File: config.mk
export PLATFORM = sky130hd
export DESIGN_NAME = alu_cmd_sequencer_flat
export DESIGN_NICKNAME = d
export VERILOG_FILES = /design/src/rtl/alu_pkg.sv /design/src/rtl/alu_cmd_sequencer_if.sv /design/src/rtl/alu_cmd_fifo.sv /design/src/rtl/alu_cmd_sequencer.sv /design/src/flat_wrapper.sv
export SDC_FILE = /design/constraint.sdc
export NUM_CORES = 1
export LEC_CHECK = 0
export CAP_MARGIN = 30
export CORE_ASPECT_RATIO = 1.25
export CORE_MARGIN = 1
export CORE_UTILIZATION = 52
export DETAILED_ROUTE_END_ITERATION = 10
export HOLD_SLACK_MARGIN = 0.05
export PLACE_DENSITY_LB_ADDON = 0.3
export SLEW_MARGIN = 20
export SYNTH_ARGS = -nofsm -noshare
export SYNTH_HDL_FRONTEND = slang
export SYNTH_SLANG_ARGS = --single-unit
File: constraint.sdc
create_clock -name clk -period 2.6 [get_ports clk]
set_input_delay 0.26 -clock clk [delete_from_list [all_inputs] [get_ports clk]]
set_output_delay 0.26 -clock clk [all_outputs]
set_load 0.03 [all_outputs]
File: src/rtl/alu_pkg.sv
// Shared definitions for the ALU command sequencer: opcodes, widths and the
// buffered command record.
package alu_pkg;

   localparam int OP_W   = 4;
   localparam int DATA_W = 8;

   localparam logic [OP_W-1:0] OP_ADD  = 4'd0;
   localparam logic [OP_W-1:0] OP_SUB  = 4'd1;
   localparam logic [OP_W-1:0] OP_MUL  = 4'd2;
   localparam logic [OP_W-1:0] OP_DIV  = 4'd3;
   localparam logic [OP_W-1:0] OP_AND  = 4'd4;
   localparam logic [OP_W-1:0] OP_OR   = 4'd5;
   localparam logic [OP_W-1:0] OP_XOR  = 4'd6;
   localparam logic [OP_W-1:0] OP_NOR  = 4'd7;
   localparam logic [OP_W-1:0] OP_NAND = 4'd8;
   localparam logic [OP_W-1:0] OP_XNOR = 4'd9;

   typedef struct packed {
      logic [OP_W-1:0]   op;
      logic [DATA_W-1:0] a;
      logic [DATA_W-1:0] b;
   } cmd_t;

endpackage

File: src/rtl/alu_cmd_sequencer_if.sv
// Command-in / result-out handshake bundle of the ALU command sequencer.
interface alu_cmd_sequencer_if;
   import alu_pkg::*;

   logic              in_valid;
   logic              in_ready;
   logic [OP_W-1:0]   in_op;
   logic [DATA_W-1:0] in_a;
   logic [DATA_W-1:0] in_b;

   logic              out_valid;
   logic              out_ready;
   logic [DATA_W-1:0] out_result;
   logic              out_carry;
   logic              out_zero;
   logic              out_err;

   modport master (
      output in_valid, in_op, in_a, in_b, out_ready,
      input  in_ready, out_valid, out_result, out_carry, out_zero, out_err
   );

   modport slave (
      input  in_valid, in_op, in_a, in_b, out_ready,
      output in_ready, out_valid, out_result, out_carry, out_zero, out_err
   );

endinterface

File: src/rtl/alu_cmd_fifo.sv
// Synchronous command FIFO; the head entry is visible combinationally so the
// ALU can be fed directly from it.
module alu_cmd_fifo
   import alu_pkg::*;
#(
   parameter  int DEPTH = 4,
   localparam int PTR_W = $clog2(DEPTH)
) (
   input  logic           clk,
   input  logic           rst_n,
   input  logic           push,
   input  logic           pop,
   input  cmd_t           wdata,
   output cmd_t           rdata,
   output logic           full,
   output logic           empty,
   output logic [PTR_W:0] count
);

   localparam logic [PTR_W:0] FULL_CNT = (PTR_W+1)'(DEPTH);

   cmd_t             mem [DEPTH];
   logic [PTR_W-1:0] wr_ptr;
   logic [PTR_W-1:0] rd_ptr;
   logic             do_push;
   logic             do_pop;

   assign full    = (count == FULL_CNT);
   assign empty   = (count == '0);
   assign do_push = push && !full;
   assign do_pop  = pop && !empty;
   assign rdata   = mem[rd_ptr];

   // DEPTH is a power of two, so the pointers wrap on natural overflow
   always_ff @(posedge clk or negedge rst_n) begin
      if (!rst_n) begin
         wr_ptr <= '0;
         rd_ptr <= '0;
         count  <= '0;
      end else begin
         if (do_push) wr_ptr <= wr_ptr + 1'b1;
         if (do_pop)  rd_ptr <= rd_ptr + 1'b1;
         case ({do_push, do_pop})
            2'b10:   count <= count + 1'b1;
            2'b01:   count <= count - 1'b1;
            default: count <= count;
         endcase
      end
   end

   always_ff @(posedge clk) begin
      if (do_push) mem[wr_ptr] <= wdata;
   end

endmodule

File: src/rtl/alu_cmd_sequencer.sv
// Buffers ALU commands, drives the combinational ALU from the FIFO head and
// registers its result plus status flags for a valid/ready consumer.
module alu_cmd_sequencer
   import alu_pkg::*;
#(
   parameter  int DEPTH = 4,
   localparam int PTR_W = $clog2(DEPTH)
) (
   input  logic               clk,
   input  logic               rst_n,
   alu_cmd_sequencer_if.slave bus,
   output logic [DATA_W-1:0]  alu_a,
   output logic [DATA_W-1:0]  alu_b,
   output logic [OP_W-1:0]    alu_op,
   input  logic [DATA_W-1:0]  alu_result,
   input  logic               alu_cout,
   output logic [15:0]        cmd_count
);

   cmd_t              in_cmd;
   cmd_t              head;
   logic              full;
   logic              empty;
   logic [PTR_W:0]    count;
   logic              has_cmd;
   logic              issue;

   logic              out_valid_q;
   logic [DATA_W-1:0] out_result_q;
   logic              out_carry_q;
   logic              out_zero_q;
   logic              out_err_q;

   logic [DATA_W-1:0] nxt_result;
   logic              nxt_carry;
   logic              nxt_err;

   assign in_cmd  = {bus.in_op, bus.in_a, bus.in_b};
   assign has_cmd = (count != '0);
   assign issue   = has_cmd && (!out_valid_q || bus.out_ready);

   alu_cmd_fifo #(.DEPTH(DEPTH)) u_fifo (
      .clk   (clk),
      .rst_n (rst_n),
      .push  (bus.in_valid),
      .pop   (issue),
      .wdata (in_cmd),
      .rdata (head),
      .full  (full),
      .empty (empty),
      .count (count)
   );

   // Idle ALU inputs are a benign AND of zeros so it never sees X
   assign alu_a  = empty ? '0     : head.a;
   assign alu_b  = empty ? '0     : head.b;
   assign alu_op = empty ? OP_AND : head.op;

   always_comb begin
      nxt_result = alu_result;
      nxt_carry  = (head.op == OP_ADD) ? alu_cout : 1'b0;
      nxt_err    = 1'b0;
      if (head.op > OP_XNOR) begin
         nxt_result = 8'h00;
         nxt_carry  = 1'b0;
         nxt_err    = 1'b1;
      end else if (head.op == OP_DIV && head.b == '0) begin
         nxt_result = 8'hFF;
         nxt_carry  = 1'b0;
         nxt_err    = 1'b1;
      end
   end

   always_ff @(posedge clk or negedge rst_n) begin
      if (!rst_n) begin
         out_valid_q  <= 1'b0;
         out_result_q <= '0;
         out_carry_q  <= 1'b0;
         out_zero_q   <= 1'b0;
         out_err_q    <= 1'b0;
         cmd_count    <= '0;
      end else begin
         if (issue) begin
            out_valid_q  <= 1'b1;
            out_result_q <= nxt_result;
            out_carry_q  <= nxt_carry;
            out_zero_q   <= (nxt_result == '0);
            out_err_q    <= nxt_err;
         end else if (bus.out_ready) begin
            out_valid_q <= 1'b0;
         end
         if (out_valid_q && bus.out_ready) cmd_count <= cmd_count + 16'd1;
      end
   end

   assign bus.in_ready   = !full;
   assign bus.out_valid  = out_valid_q;
   assign bus.out_result = out_result_q;
   assign bus.out_carry  = out_carry_q;
   assign bus.out_zero   = out_zero_q;
   assign bus.out_err    = out_err_q;

endmodule

File: src/flat_wrapper.sv
// flat-port wrapper written by rule: the top's interface ports become plain ports
module alu_cmd_sequencer_flat import alu_pkg::*;
#(
   parameter  int DEPTH = 4,
   localparam int PTR_W = $clog2(DEPTH)
)
  (clk, rst_n, alu_a, alu_b, alu_op, alu_result, alu_cout, cmd_count, bus_in_valid, bus_in_op, bus_in_a, bus_in_b, bus_out_ready, bus_in_ready, bus_out_valid, bus_out_result, bus_out_carry, bus_out_zero, bus_out_err);
  alu_cmd_sequencer_if bus_i ();
  input  logic clk;
  input  logic rst_n;
  output logic [DATA_W-1:0] alu_a;
  output logic [DATA_W-1:0] alu_b;
  output logic [OP_W-1:0] alu_op;
  input  logic [DATA_W-1:0] alu_result;
  input  logic alu_cout;
  output logic [15:0] cmd_count;
  input wire logic [$bits(bus_i.in_valid)-1:0] bus_in_valid;
  input wire logic [$bits(bus_i.in_op)-1:0] bus_in_op;
  input wire logic [$bits(bus_i.in_a)-1:0] bus_in_a;
  input wire logic [$bits(bus_i.in_b)-1:0] bus_in_b;
  input wire logic [$bits(bus_i.out_ready)-1:0] bus_out_ready;
  output wire logic [$bits(bus_i.in_ready)-1:0] bus_in_ready;
  output wire logic [$bits(bus_i.out_valid)-1:0] bus_out_valid;
  output wire logic [$bits(bus_i.out_result)-1:0] bus_out_result;
  output wire logic [$bits(bus_i.out_carry)-1:0] bus_out_carry;
  output wire logic [$bits(bus_i.out_zero)-1:0] bus_out_zero;
  output wire logic [$bits(bus_i.out_err)-1:0] bus_out_err;
  assign bus_i.in_valid = bus_in_valid;
  assign bus_i.in_op = bus_in_op;
  assign bus_i.in_a = bus_in_a;
  assign bus_i.in_b = bus_in_b;
  assign bus_i.out_ready = bus_out_ready;
  assign bus_in_ready = bus_i.in_ready;
  assign bus_out_valid = bus_i.out_valid;
  assign bus_out_result = bus_i.out_result;
  assign bus_out_carry = bus_i.out_carry;
  assign bus_out_zero = bus_i.out_zero;
  assign bus_out_err = bus_i.out_err;
  alu_cmd_sequencer #(.DEPTH(DEPTH)) u_core (.clk(clk), .rst_n(rst_n), .bus(bus_i), .alu_a(alu_a), .alu_b(alu_b), .alu_op(alu_op), .alu_result(alu_result), .alu_cout(alu_cout), .cmd_count(cmd_count));
endmodule
==> run summary <==
Residual DRC: 0
Synth Area in XOR/XNOR: 3.92%
share of async-settable or async-resettable flops after synthesis: 30.4%
core area: 8700 µm²
Peak VDD IR: 0.641 mV
Post-Synth Simple-Gate Area: 9.18%
via count of the first global-routing pass: 2858
Total Die Area: 9400 µm²
arrival time of data at the critical path endpoint: 2.23 ns
post-synthesis register bit count: 115
highest metal layer used by the detailed router: met4
share of synthesized area spent on multiplexers: 10.8%
GRT Overall Usage: 21.3%
EDFF count, synth: 80
category of the most critical setup path: flip-flop to output pin
CP max-delay cell: mux4_2
area share of the leading cell type in the synthesized netlist: 51.2%
number of violations reported at the end of detailed-routing iteration 0: 128
number of H-tree levels: 4
number of nets still failing antenna checks after routing: 0
postcts setup bufs: 0
total clock buffers created by CTS: 17
ratio of cells with drive above 1 in the final layout: 16.8%
combinational family with the most area after synthesis: multiplexers
number of top-level design ports: 82
grt total ovfl: 0
Fin. Hold Viols: 0
count of endpoints failing setup in the final report: 0
synth-to-layout area growth: 33.6%
DIE HEIGHT: 108 µm
number of stages on the worst setup path: 4
Worst Setup Start Kind: flip-flop
Port Buffer Count: 81
pin count of the biggest net entering global routing: 36
Routability Congestion: 0.750
initial antenna violation count: 0
leading area contributor after synthesis: edfxtp_1
critical path's top delay family: buffers and inverters
Data required, critical path: 2.34 ns
number of vias per cell after detailed routing: 5.29
num rows: 38
kind of end point of the critical path: output pin
root buf cell: clkbuf_8
Synthesized Nets: 319
gate count after technology mapping: 279
Main synth FF type: edfxtp_1
router iterations before antenna repair: 5
area taken by multi-input logic gates: 1340 µm²
fillcell total: 594
clock net sink count: 115
number of max-slew violations in the final report: 0
wire length after detailed routing: 8.67 mm
static power due to leakage: 2.39 nW
global-route wire length before repair: 14.2 mm
max-capacitance violation count: 0
post-DP HPWL: 5.76 mm
count of synthesis-stage warnings from yosys: 0
fin crit share: 95.9%
unrepaired setup endpoints after global routing: no
initial core utilization: 53.9%
met3 routed wirelength: 516 µm
wire length on met2: 4.45 mm
power density cells: 1270 nW/µm²
path type of the worst min-delay path: input port to asynchronous set/reset pin
mean instance size in the synthesized netlist: 16.8 µm²
Metal-1 WL: 3.54 mm
Hold-fix buffers, CTS: 0
count of buffer and inverter cells on the critical path: 2
shortest period the worst path allows: 2.49 ns
most common library cell in the layout ignoring fill and taps: edfxtp_1
WL/cell: 16.7 µm
Max Fanout on Critical Path: 6
clock tree from TritonCTS: built
Final #Nets: 426
synthesized-area fraction occupied by adder cells: 2.03%
status: completed
via total after detailed routing: 2739
post-synthesis cell area: 4690 µm²
worst hold margin: 0.145 ns
worst r2r path cells: 5
DP Cell Count: 487
series of cell instances along the critical path: buf_4 > mux4_2 > nor2b_1 > dlygate4sd2_1
post-synth cell types: 32
CTS clk-pin slew, worst paths: 0.05 ns
maximum buffer depth of the clock tree: 2
final antenna diode count: 0
area fraction in compound gates after synthesis: 2.59%
normalized max-slew margin: 61.9%
part of the Yosys area used for sequential elements: 69.9%
clock insertion delay at the later pin of the skew report: 0.52 ns
Seq. cell area: 3280 µm²
most used cells in the layout excluding fill and tap cells: edfxtp_1, clkdlybuf4s50_1, dfrtp_1
Fin Clk Skew: 0.00648 ns
width of the die: 86.9 µm
final instance count without filler cells: 518
slew at the pin closest to its max-slew limit: 0.567 ns
aggregate negative setup slack: 0 ns
maximum single-stage delay on the critical path: 0.56 ns
cells taking the most area after synthesis: edfxtp_1, dfrtp_1, mux4_2
achievable frequency: 0.401 GHz
==> routing by layer <==
| metal | vias up | GRT usage [%] |
|---|---|---|
| li1 | 1272 | - |
| met1 | 1358 | 26.2 |
| met2 | 90 | 34.0 |
| met3 | 19 | 7.63 |
| met4 | 0 | 9.40 |
| met5 | - | 0 |
==> power breakdown <==
group	leakage [nW]	switching [mW]	total (mW)	internal, mW
Sequential	1.17	0.210	2.65	2.44
Clock	0.276	0.741	2.17	1.43
Combinational	0.940	1.83	3.11	1.28
==> flip-flops by register name (all words and copies together) (netlist names) <==
register,flops
u_core.bus.out_valid,1
u_core.u_fifo.wr_ptr,2
u_core.bus.out_err,1
u_core.u_fifo.rd_ptr,2
u_core.bus.out_result,8
u_core.u_fifo.mem,80
u_core.u_fifo.count,3
u_core.cmd_count,16
u_core.bus.out_zero,1
u_core.bus.out_carry,1
==> kinds of logic (layout without fill, tap and decap cells) <==
| group | Yosys count | count (layout) |
|---|---|---|
| mux | 23 | 23 |
| flops | 115 | 115 |
| compound gates | 21 | 21 |
| buf+inv | 17 | 136 |
| xor+xnor | 21 | 21 |
| simple gates | 75 | 75 |
| fa+ha+maj | 7 | 7 |
==> final cells by class <==
cell class              count  area share [%]
well taps                 120            2.40
flip-flops and latches    115            52.4
multi-input cells         147            21.4
inverters                   9           0.539
clock buffers              18            6.67
clock inverters            13            2.28
repair buffers             96            14.4
==> per-stage QoR <==
step	power (mW)	utilization [%]	worst slack, ns	area, µm²
5_1_grt	8.35	72.0	0.00356	6260
4_1_cts	8.03	72.1	0.0299	6270
3_3_place_gp	5.92	65.9	0.322	5740
2_1_floorplan	4.70	-	0.382	4690
3_5_place_dp	5.99	65.9	0.282	5740
6_report	7.93	72.0	0.106	6260
==> synth_stat cells, types with 3 or more instances <==
cell / number
nor4_1: 3
o21ai_1: 8
xnor2_1: 14
mux4_1: 6
dfrtp_1: 35
nor2b_1: 19
nand4_1: 5
clkbuf_1: 5
xor2_1: 7
edfxtp_1: 80
nand2_1: 19
nor2_1: 7
nand3_1: 6
ha_1: 6
a31oi_1: 10
inv_1: 9
and3_1: 6
mux4_2: 14
==> path summary, 6_finish.rpt <==
path	from	slack, ns	end
min in group clk	alu_cout	0.30	u_core.bus.out_carry
worst max register to register	u_core.u_fifo.rd_ptr[0]	0.41	u_core.bus.out_zero
max in group asynchronous	rst_n	2.09	u_core.u_fifo.rd_ptr[0]
worst min-delay path	rst_n	0.15	u_core.bus.out_result[4]
worst min register to register	u_core.cmd_count[15]	0.47	u_core.cmd_count[15]
worst max-delay path	u_core.u_fifo.rd_ptr[0]	0.11	alu_b[6]
==> timing repair <==
| item | CTS | global route |
|---|---|---|
| setup endpoints to repair | 19 | 3 |
| resized for setup | 20 | 5 |
| gates cloned | 0 | 0 |
(Power assumes the default switching activity.)
